### src/rtl/load_store_unit.sv
// Data-memory access stage: turns an ALU effective address plus rs2 into a
// req/ack bus transaction and returns extended load data with a done pulse.
module load_store_unit #(
    parameter int unsigned TIMEOUT_CYCLES = 255
) (
    input  logic        clk,
    input  logic        rst,
    input  logic        start,
    input  logic        is_store,
    input  logic [2:0]  funct3,
    input  logic [31:0] addr,
    input  logic [31:0] wdata,
    output logic        busy,
    output logic        done,
    output logic        err,
    output logic [31:0] rdata,
    output logic        mem_req,
    output logic        mem_we,
    output logic [31:0] mem_addr,
    output logic [31:0] mem_wdata,
    output logic [3:0]  mem_be,
    input  logic        mem_ack,
    input  logic [31:0] mem_rdata
);

    typedef enum logic [1:0] {IDLE, ACCESS, RESP} state_t;

    state_t      state;
    logic        is_store_q;
    logic [2:0]  funct3_q;
    logic [1:0]  off_q;
    logic [31:0] tcnt;

    logic        legal;
    logic [3:0]  be_c;
    logic [31:0] wrep_c;
    logic [31:0] lane;
    logic [31:0] ext_c;

    // funct3[1:0] selects the access width; funct3[2] is the unsigned flag,
    // which is only meaningful for byte/half loads.
    always_comb begin
        legal  = 1'b1;
        be_c   = '0;
        wrep_c = wdata;
        case (funct3[1:0])
            2'b00: begin
                be_c   = 4'b0001 << addr[1:0];
                wrep_c = {4{wdata[7:0]}};
            end
            2'b01: begin
                be_c   = 4'b0011 << addr[1:0];
                wrep_c = {2{wdata[15:0]}};
                if (addr[0]) legal = 1'b0;
            end
            2'b10: begin
                be_c = 4'b1111;
                if (addr[1:0] != 2'b00) legal = 1'b0;
            end
            default: begin
                be_c  = '0;
                legal = 1'b0;
            end
        endcase
        if (funct3[2] && (is_store || funct3[1])) legal = 1'b0;
    end

    always_comb begin
        lane = mem_rdata >> {off_q, 3'b000};
        case (funct3_q)
            3'b000:  ext_c = {{24{lane[7]}}, lane[7:0]};
            3'b001:  ext_c = {{16{lane[15]}}, lane[15:0]};
            3'b100:  ext_c = {24'd0, lane[7:0]};
            3'b101:  ext_c = {16'd0, lane[15:0]};
            default: ext_c = lane;
        endcase
    end

    always_ff @(posedge clk or negedge rst) begin
        if (!rst) begin
            state      <= IDLE;
            is_store_q <= 1'b0;
            funct3_q   <= '0;
            off_q      <= '0;
            tcnt       <= '0;
            busy       <= 1'b0;
            done       <= 1'b0;
            err        <= 1'b0;
            rdata      <= '0;
            mem_req    <= 1'b0;
            mem_we     <= 1'b0;
            mem_addr   <= '0;
            mem_wdata  <= '0;
            mem_be     <= '0;
        end else begin
            done <= 1'b0;
            err  <= 1'b0;
            case (state)
                IDLE: begin
                    if (start) begin
                        is_store_q <= is_store;
                        funct3_q   <= funct3;
                        off_q      <= addr[1:0];
                        busy       <= 1'b1;
                        if (legal) begin
                            state     <= ACCESS;
                            tcnt      <= '0;
                            mem_req   <= 1'b1;
                            mem_we    <= is_store;
                            mem_addr  <= {addr[31:2], 2'b00};
                            mem_wdata <= wrep_c;
                            mem_be    <= be_c;
                        end else begin
                            state <= RESP;
                            done  <= 1'b1;
                            err   <= 1'b1;
                        end
                    end
                end
                ACCESS: begin
                    if (mem_ack) begin
                        state   <= RESP;
                        done    <= 1'b1;
                        mem_req <= 1'b0;
                        mem_we  <= 1'b0;
                        if (!is_store_q) rdata <= ext_c;
                    end else if (TIMEOUT_CYCLES != 0 && tcnt == TIMEOUT_CYCLES - 1) begin
                        // This wait cycle is the TIMEOUT_CYCLES-th without ack.
                        state   <= RESP;
                        done    <= 1'b1;
                        err     <= 1'b1;
                        mem_req <= 1'b0;
                        mem_we  <= 1'b0;
                    end else begin
                        tcnt <= tcnt + 32'd1;
                    end
                end
                RESP: begin
                    state <= IDLE;
                    busy  <= 1'b0;
                end
                default: state <= IDLE;
            endcase
        end
    end

endmodule

### config.mk
export PLATFORM = sky130hd
export DESIGN_NAME = load_store_unit
export DESIGN_NICKNAME = d
export VERILOG_FILES = /design/src/rtl/load_store_unit.sv
export SDC_FILE = /design/constraint.sdc
export NUM_CORES = 1
export LEC_CHECK = 0
export CORE_UTILIZATION = 43
export DETAILED_ROUTE_END_ITERATION = 10
export HOLD_SLACK_MARGIN = 0.12
export PLACE_DENSITY = 0.74
export SLEW_MARGIN = 25
export SYNTH_ARGS = -nofsm -noshare
export SYNTH_HDL_FRONTEND = slang
export SYNTH_SLANG_ARGS = --single-unit
### constraint.sdc
create_clock -name clk -period 2.7 [get_ports clk]
set_clock_uncertainty 0.2 [all_clocks]
set_input_delay 0.54 -clock clk [delete_from_list [all_inputs] [get_ports clk]]
set_output_delay 0.54 -clock clk [all_outputs]
set_load 0.03 [all_outputs]
Word level (Yosys, flattened, before mapping)
Cells that the tools add are included.
{"block": "word_totals", "in_bits": 104, "ram_bits": 0, "output_inout_bits": 105, "mem_bits_ro": 0, "latchBits": 0, "memories": 0, "ff_bits": 143}
{"block": "op_classes", "n_addsub": 1, "n_div": 0, "reduce_logical": 15, "n_mul": 0, "mux": 34, "eq_ne": 13, "shifts": 3, "n_lt_le_gt_ge": 0, "bitwise": 1}
{"cell": "2-to-1 mux 32 bit", "n": 4}
{"cell": "one-hot mux 32 bit (2 select lines)", "n": 2}
{"cell": "one-hot mux 32 bit (4 select lines)", "n": 1}
{"cell": "adder 32 x 1 -> 32 bit (second input constant)", "n": 1}
{"cell": "== test 32 x 8 -> 1 bit (second input constant)", "n": 1}
{"cell": "right shift 32 x 5 -> 32 bit", "n": 1}
{"cell": "2-to-1 mux 1 bit", "n": 15}
{"cell": "one-hot mux 4 bit (3 select lines)", "n": 1}
{"cell": "one-hot mux 1 bit (2 select lines)", "n": 5}
{"cell": "2-to-1 mux 2 bit", "n": 4}
{"cell": "inequality test 2 bit (second input constant)", "n": 4}
{"cell": "== test 3 bit (second input constant)", "n": 2}
{"cell": "AND reduction 2 bit", "n": 3}
{"cell": "AND reduction 3 bit", "n": 2}
{"cell": "nonzero test 2 bit", "n": 3}
{"cell": "AND reduction 5 bit", "n": 1}
{"cell": "== test 2 x 1 -> 1 bit (second input constant)", "n": 2}
{"cell": "== test 2 bit (second input constant)", "n": 2}
{"cell": "logical NOT 2 bit", "n": 2}
{"cell": "one-hot mux 2 bit (2 select lines)", "n": 1}
{"cell": "AND reduction 4 bit", "n": 1}
{"cell": "<< shifter 1 x 2 -> 4 bit (first input constant)", "n": 1}
{"cell": "<< shifter 2 x 2 -> 4 bit (first input constant)", "n": 1}
{"cell": "== test 3 x 1 -> 1 bit (second input constant)", "n": 1}
{"cell": "6 further kinds", "n": 6}

Longest topological paths before layout
{"block": "logic_depth", "depth_word": 7, "mapped_depth": 9, "ltp_nobuf": 8}

Worst setup path before layout
Ideal clock, no wire load.
{"block": "synth_path", "path_type": "input to register", "start": "in funct3[0]", "end": "reg mem_addr[10]", "arrival_ns": 2.060, "path_stages": 6, "required_ns": 2.375, "n_path_buf": 3, "setup_slack_ns": 0.315, "cell_sequence": "buf_2 a221oi_1 o21ai_1 clkbuf_1 clkbuf_1 mux2_2"}
{"block": "synth_between", "elab_chain_len": 4, "word_cells_on_any_way": 6}
{"item": "start, declared", "line_no": "10", "text": "input logic [2:0] funct3,"}
{"item": "== test 2 bit (tied with other cells)", "line_no": "46", "text": "case (funct3[1:0])"}
{"item": "one-hot mux 1 bit (3 select lines) *", "line_no": "46"}
{"item": "2-to-1 mux 1 bit *", "line_no": "65", "text": "if (funct3[2] && (is_store || funct3[1])) legal = 1'b0;"}
{"item": "AND reduction 3 bit (no line) *"}
{"item": "end signal, assigned", "line_no": "110", "text": "mem_addr <= {addr[31:2], 2'b00};"}
{"item": "end, declared", "line_no": "19", "text": "output logic [31:0] mem_addr,"}
Mark *: on every way between the ends. The rest lies on a longest branch, timed or not.
A chain may end at the register's enable or synchronous reset.

Final worst setup path
{"block": "layout_path", "start": "reg tcnt[2]", "end": "reg tcnt[27]"}
{"block": "layout_between", "elab_chain_len": 4, "word_cells_on_any_way": 7}
{"item": "start, declared", "line_no": "32", "text": "logic [31:0] tcnt;"}
{"item": "start signal, assigned", "line_no": "135", "text": "tcnt <= tcnt + 32'd1;"}
{"item": "adder 32 x 1 -> 32 bit", "line_no": "135"}
{"item": "2-to-1 mux 32 bit", "line_no": "127", "text": "end else if (TIMEOUT_CYCLES != 0 && tcnt == TIMEOUT_CYCLES - 1) begin"}
{"item": "2-to-1 mux 32 bit", "line_no": "121", "text": "if (mem_ack) begin"}
{"item": "one-hot mux 32 bit (2 select lines)", "line_no": "98", "text": "case (state)"}
Several ways; a longest one is shown, not always the timed one. The select of a mux whose other input is x is not followed.

==> results_dict.tcl <==
set metrics [dict create \
    status "finished clean" \
    synth_top_family_by_area "multiplexers" \
    crit_path_top_delay_cell "or4_4" \
    ys_seq_area_share_pct 51.3 \
    required_ns 2.85 \
    drc 0 \
    die_h_um 129 \
    max_slew_margin_pct 31.7 \
    worstMarginPinSlew_ns 1.02 \
    nNetsFinal 1003 \
    first_pass_iters 5 \
    wl_met3_um 1320 \
    yosys_warnings 0 \
    cap_viol_max_count 0 \
    die_area_sq_um 16700 \
    drive_gt1_share_pct 15.2 \
    hold_depth 2 \
    path_cells "nand4_1 -> or4_4 -> buf_4 -> or4_1 -> a21oi_1 -> a21o_1" \
    met2_length_um 9910 \
    insertion_delay_ns 0.42 \
    synthToLayoutAreaGrowth_pct 45.6 \
    synth-main-ff-cell "dfrtp_1" \
    synth_top_cells_by_area "dfrtp_1, mux2_2, mux2i_1" \
    synth_cell_types 49 \
    antenna_found_initial 0 \
    netlist_area_sq_um 6970 \
    synth.top_cell.area_share_pct 51.3 \
    cts_setup_buffers 0 \
    syn_area_per_cell_sq_um 10.3 \
    cts_buffer_depth 2 \
    r2r_cells 6 \
    yosys.area_share.simple_pct 14.9 \
    synth_edf_count 0 \
    cts-root-buf "clkbuf_16" \
    first_iter_violations 328 \
    synth_compound_area_share_pct 14.5 \
    end_kind "register" \
    avgViaCountPerCell 5.54 \
    numCtsBuffers 17 \
    critPathArrivalTime_ns 2.63 \
    core_area_sq_um 15800 \
    hold_viol_final 0 \
    syn_inst 675 \
    start_util_pct 44.0 \
    grt_pass1_wl_um 32500 \
    fill_cells 1252 \
    cts_tree "built" \
    hold_class "reg -> reg" \
    finalWirelength_um 20100 \
    max_stage_delay_ns 0.59 \
    finalInstanceArea_sq_um 10100 \
    synth_async_sr_flop_share_pct 100 \
    finalCriticalPeriod_ns 2.48 \
    port_buffers 206 \
    grt-ovfl-total 0 \
    max_freq_mhz 403 \
    fin_crit_sh_pct 91.9 \
    drtAntennaViolNets 0 \
    n_antenna_cell 0 \
    power.total_mw 10.1 \
    grt_start_max_net_pins 57 \
    cts.sinks 143 \
    synthAdderAreaFrac_pct 0.359 \
    track_usage_pct 25.2 \
    htree_levels 4 \
    path_class "reg -> reg" \
    rows 46 \
    num_io_pins 209 \
    path_clk_slew_ns 0.06 \
    finalSetupViolCount 0 \
    p_leak_nw 4.38 \
    path_max_fanout 10 \
    regArea_sq_um 3580 \
    rsz0062_at_grt "false" \
    ir_worst_vdd_v 0.000564 \
    grt_pass1_vias 6329 \
    dpl.hpwl_um 14800 \
    multi_input_area_sq_um 3190 \
    dieWidth_um 129 \
    synth_area_leader_cell "dfrtp_1" \
    fin_hold_ws_ns 0.275 \
    place_area_sq_um 9500 \
    wl_per_cell_um 17.9 \
    vias 6237 \
    synth_seq_cells 143 \
    powerDensity_nw_per_um2 990 \
    synth_xor_area_share_pct 0 \
    critPathLaunchType "register" \
    highest_layer "met4" \
    report.final.slew_viol_count 0 \
    synthMuxAreaShare_pct 15.4 \
    met1_length_um 8280 \
    fin_util_pct 64.1 \
    place_congestion 0.877 \
]
cells in the final DEF, fill, tap and decap left out, types with 7 or more instances in the layout:
| cell type | synthesis | layout |
|---|---|---|
| a31oi_1 | 11 | 11 |
| nand2_1 | 64 | 64 |
| dfrtp_1 | 143 | 143 |
| o21ai_0 | 53 | 53 |
| nand3_1 | 22 | 22 |
| clkdlybuf4s50_1 | 0 | 205 |
| inv_1 | 11 | 11 |
| a211oi_1 | 7 | 7 |
| clkbuf_16 | 0 | 17 |
| buf_4 | 2 | 40 |
| and4_1 | 7 | 7 |
| mux2_2 | 52 | 52 |
| mux2i_1 | 49 | 49 |
| a21oi_1 | 48 | 48 |
| nor4_1 | 8 | 8 |
| a21o_1 | 10 | 10 |
| and2_1 | 12 | 11 |
| nand4_1 | 12 | 12 |
| or3_1 | 8 | 8 |
| nor2_1 | 35 | 35 |
| nor2b_1 | 10 | 10 |
| o22a_1 | 17 | 17 |
sequential cells by signal, indices dropped and copies added (netlist names):
register / cells
rdata: 32
off_q: 2
busy: 1
mem_wdata: 32
done: 1
mem_we: 1
is_store_q: 1
mem_be: 4
mem_req: 1
mem_addr: 30
err: 1
tcnt: 32
state: 2
funct3_q: 3
per-stage QoR:
stage,std cells,TNS (ns),worst slack (ns)
floorplan,676,0,0.315
global placement,1093,-0.0911,-0.0538
detailed placement,1093,-0.00120,-0.00120
CTS,1125,0,0.152
global route,1125,0,0.0167
finish,1125,0,0.220
power breakdown:
part           internal [mW]  switching (mW)  leakage (nW)
sequential              2.83           0.475          1.78
combinational           1.89            2.32          2.29
clock                   1.64           0.902         0.314
kinds of logic (layout without fill, tap and decap cells):
family                   Yosys count  after routing
AND/OR/NAND/NOR                  202            202
AO/OA/AOI/OAI                    167            167
flip-flops                       143            143
multiplexers                     101            101
buffers and inverters             59            292
adder cells (fa/ha/maj)            2              2
other                              1              2
worst max-delay path, delay by kind of cell (launching register included):
family / cells / cell delay [ns]
AOI/OAI and AO/OA: 2 / 0.26
buffers and inverters: 1 / 0.19
DFF: 1 / 0.48
and+or+nand+nor: 3 / 1.28
final timing paths:
| check | endpoint | from | slack (ns) |
|---|---|---|---|
| max | tcnt[27] | tcnt[2] | 0.22 |
| min | mem_be[3] | mem_be[3] | 0.27 |
| max reg2reg | tcnt[27] | tcnt[2] | 0.22 |
| min reg2reg | mem_be[3] | mem_be[3] | 0.27 |
| max in group asynchronous | mem_wdata[17] | rst | 1.14 |
| min in group asynchronous | mem_addr[31] | rst | 0.45 |
repair_timing:
action                     4_1_cts  5_1_grt
hold endpoints to repair        53        0
gates resized for setup          0        2
setup endpoints to repair        0       13
hold buffers                     1        0
layer usage:
metal / vias to the layer above / global-route usage, %
met5: - / 0
met4: 0 / 10.5
met3: 45 / 6.07
met2: 242 / 42.6
met1: 3074 / 30.8
li1: 2876 / -
cell type report:
type                    instances  area share (%)
repair buffers                250            24.0
clock buffers                  17            4.19
multi-input cells             474            31.4
clock inverters                14            2.10
inverters                      11           0.407
flip-flops and latches        143            35.3
well taps                     216            2.66
synthesized netlist by cell type, drive strengths merged, types with 5 or more instances:
cell type,instances
a21oi,48
and3,5
or3,8
nand4,13
nor2,35
mux2,52
o22a,17
nand2,64
nor2b,10
nor4,8
a31oi,11
o21ai,55
and4,7
clkbuf,36
buf,12
mux2i,49
a21o,10
inv,11
a211oi,7
dfrtp,143
nand3,22
and2,12
Note: power is estimated with default switching activity, not from simulation.
==> variant, RTL diff (same settings) <==
Reset style: synchronous (`rst`), changed in one clocked block.
--- a/src/rtl/load_store_unit.sv
+++ b/src/rtl/load_store_unit.sv
@@ -77,5 +77,5 @@
     end
 
-    always_ff @(posedge clk or negedge rst) begin
+    always_ff @(posedge clk) begin
         if (!rst) begin
             state      <= IDLE;
Check against the original RTL: differs if rst is asserted again (counterexample within 4 cycles, from zero or initial values and one cycle with rst low); with rst held inactive, the same outputs for 4 cycles.
==> variant against the original RTL <==
Non-clock buffer count down 2; setup slack worse by 0.10 ns; cell area down 4.2%; hold slack worse by 0.018 ns; critical endpoint is now mem_we; count of clock-buffer cells in the layout up 9; area after synthesis down 4.0%; utilization is 0.19 points lower; routed wire length fell by 3.5%; fmax fell by 4.0%; global-route usage is 0.50 points lower; sequential cell count stayed put.
Power is not compared: it rests on default switching activity, and its combinational part moved more than twofold at a synthesized area within 25%.
==> variant: results (changes against the original RTL) <==
| Metric | Value |
|---|---|
| Outcome | complete, no violations (unchanged) |
| Clock Tree Buf Depth | 2 (unchanged) |
| Initial antenna violation count | 0 (unchanged) |
| Family with the most delay on the worst path | simple AND/OR/NAND/NOR gates (unchanged) |
| Detailed Place HPWL | 13,500 um (was 14,800 um) |
| Synth warn | 0 (unchanged) |
| Main combinational cell family by area after synthesis | compound AO/OA/AOI/OAI gates (was multiplexers) |
| Synth Area in Compound Gates | 0.229 (was 0.145) |
| Gr usage total | 0.247 (was 0.252) |
| Synth async-reset ratio | 0 (was 1.00) |
| Wire length of the first global-routing pass | 31,500 um (was 32,500 um) |
| Setup Buffers After CTS | 0 (unchanged) |
| FF-to-FF path depth | 10 (was 6) |
| Final #Nets | 1,131 (was 1,003) |
| Routability cong. | 0.864 (was 0.877) |
| Clock latency on the worst-skew pair | 0.41 ns |
| Largest net degree at the start of global routing | 113 (was 57) |
| Crit path DAT | 2.67 ns (was 2.63 ns) |
| Crit-path max FO | 6 (was 10) |
| Number of DRC markers in iteration 0 | 512 (was 328) |
| Placed Cells | 1,194 (was 1,093) |
| Port-buffer cells | 206 (unchanged) |
| Cells after Synth | 819 (was 675) |
| Post-synth top cells | nand2_1 (180), dfxtp_1 (143), o21ai_0 (80), a21oi_1 (49), a21boi_0 (48) (was dfrtp_1 (143), nand2_1 (64), o21ai_0 (53), mux2_2 (52), mux2i_1 (49)) |
| Peak supply drop | 0.505 mV |
| Worst path slowest cell | nor4b_1 (was or4_4) |
| Worst setup path end | mem_we (was tcnt[27]) |
| Proportion of synthesized area in mux cells | 0.0752 (was 0.154) |
| Post-Synth Adder-Cell Area | 0.00374 (was 0.00359) |
| Via count | 6,557 (was 6,237) |
| Crit path from | tcnt[0] (was tcnt[2]) |
| Leak | 3.69 nW |
| Placed inst area | 9120 um^2 (was 9500 um^2) |
| # resized after CTS | 0 (unchanged) |
| Sequential fraction of the synthesis area | 0.428 (was 0.513) |
| CTS Buf Count | 17 (unchanged) |
| Largest stage delay, worst path | 0.42 ns (was 0.59 ns) |
| Final WL | 19,400 um (was 20,100 um) |
| P_int | 4.17 mW |
| Rel. slew slack | 0.631 (was 0.317) |
| Largest regs | mem_wdata x32, rdata x32, tcnt x32 (unchanged) |
| Worst R2R Setup Slack | 0.12 ns (was 0.22 ns) |
| Cell variety after synth | 56 (was 49) |
| CTS clk-pin slew, worst paths | 0.06 ns (about the same) |
| Number of global-route vias before repair | 6,258 (was 6,329) |
| Drt pass-1 iters | 6 (was 5) |
| Avg WL per Cell | 15.9 um (was 17.9 um) |
| Synth area leaders | dfxtp_1 (43%), nand2_1 (10%), o21ai_0 (6.0%) (was dfrtp_1 (51%), mux2_2 (8.4%), mux2i_1 (7.0%)) |
| Prevailing post-synth register cell | dfxtp_1 (was dfrtp_1) |
| Layout cell share with drive strength beyond 1 | 0.0916 (was 0.152) |
| Xor/xnor share of the synthesized area | 0.00655 (was 0) |
| Root Buffer | clkbuf_16 (unchanged) |
==> variant: kinds of logic (layout without fill, tap and decap cells) <==
kind of cell	Yosys count	after routing
AOI/OAI and AO/OA	237	237
xor gates and xnor gates	5	5
adders and majority gates	2	2
buffers and inverters	72	289
DFF	143	143
muxes	48	48
other	1	2
and+or+nand+nor	311	311
==> variant: layer usage <==
layer	track usage	share of wire	up-vias	wire length, um
met3	0.0641	0.067	36	1300
met5	0	0	-	0
met2	0.418	0.49	228	9440
met4	0.0931	0.023	0	440
met1	0.301	0.42	3019	8260
li1	-	-	3274	-
==> variant: layout make-up <==
type,instances,area (um^2)
clock buffer,26,499
multi-input combinational,605,3530
sequential,143,2860
fill,1302,5480
inverter,10,37.5
tap,188,235
timing repair buffer,248,2450
clock inverter,5,103
==> variant: power groups by stage <==
stage | Clock, mW | Sequential, mW | Combinational [mW]
global route | 2.54 | 2.25 | 0.977
CTS | 2.44 | 2.24 | 0.910
floorplan | 0 | 2.42 | 0.337
global placement | 0 | 2.28 | 0.899
finish | 2.41 | 2.24 | 0.908
detailed placement | 0 | 2.29 | 0.905
==> variant: stage by stage <==
step,utilization,setup slack [ns]
2_1_floorplan,-,0.473
3_3_place_gp,0.600,0.0543
3_5_place_dp,0.600,-0.0141
4_1_cts,0.639,0.142
5_1_grt,0.639,0.0000533
6_report,0.639,0.118
==> variant: worst min-delay path by stage <==
stage	cells after the start	slack, ns	from	endpoint
floorplan	1	0.25	tcnt[7]	tcnt[7]
CTS	2	0.26	rdata[7]	rdata[7]
detailed placement	2	0.25	rdata[7]	rdata[7]
finish	2	0.26	rdata[7]	rdata[7]
global route	2	0.28	mem_addr[20]	mem_addr[20]
global placement	2	0.24	rdata[7]	rdata[7]
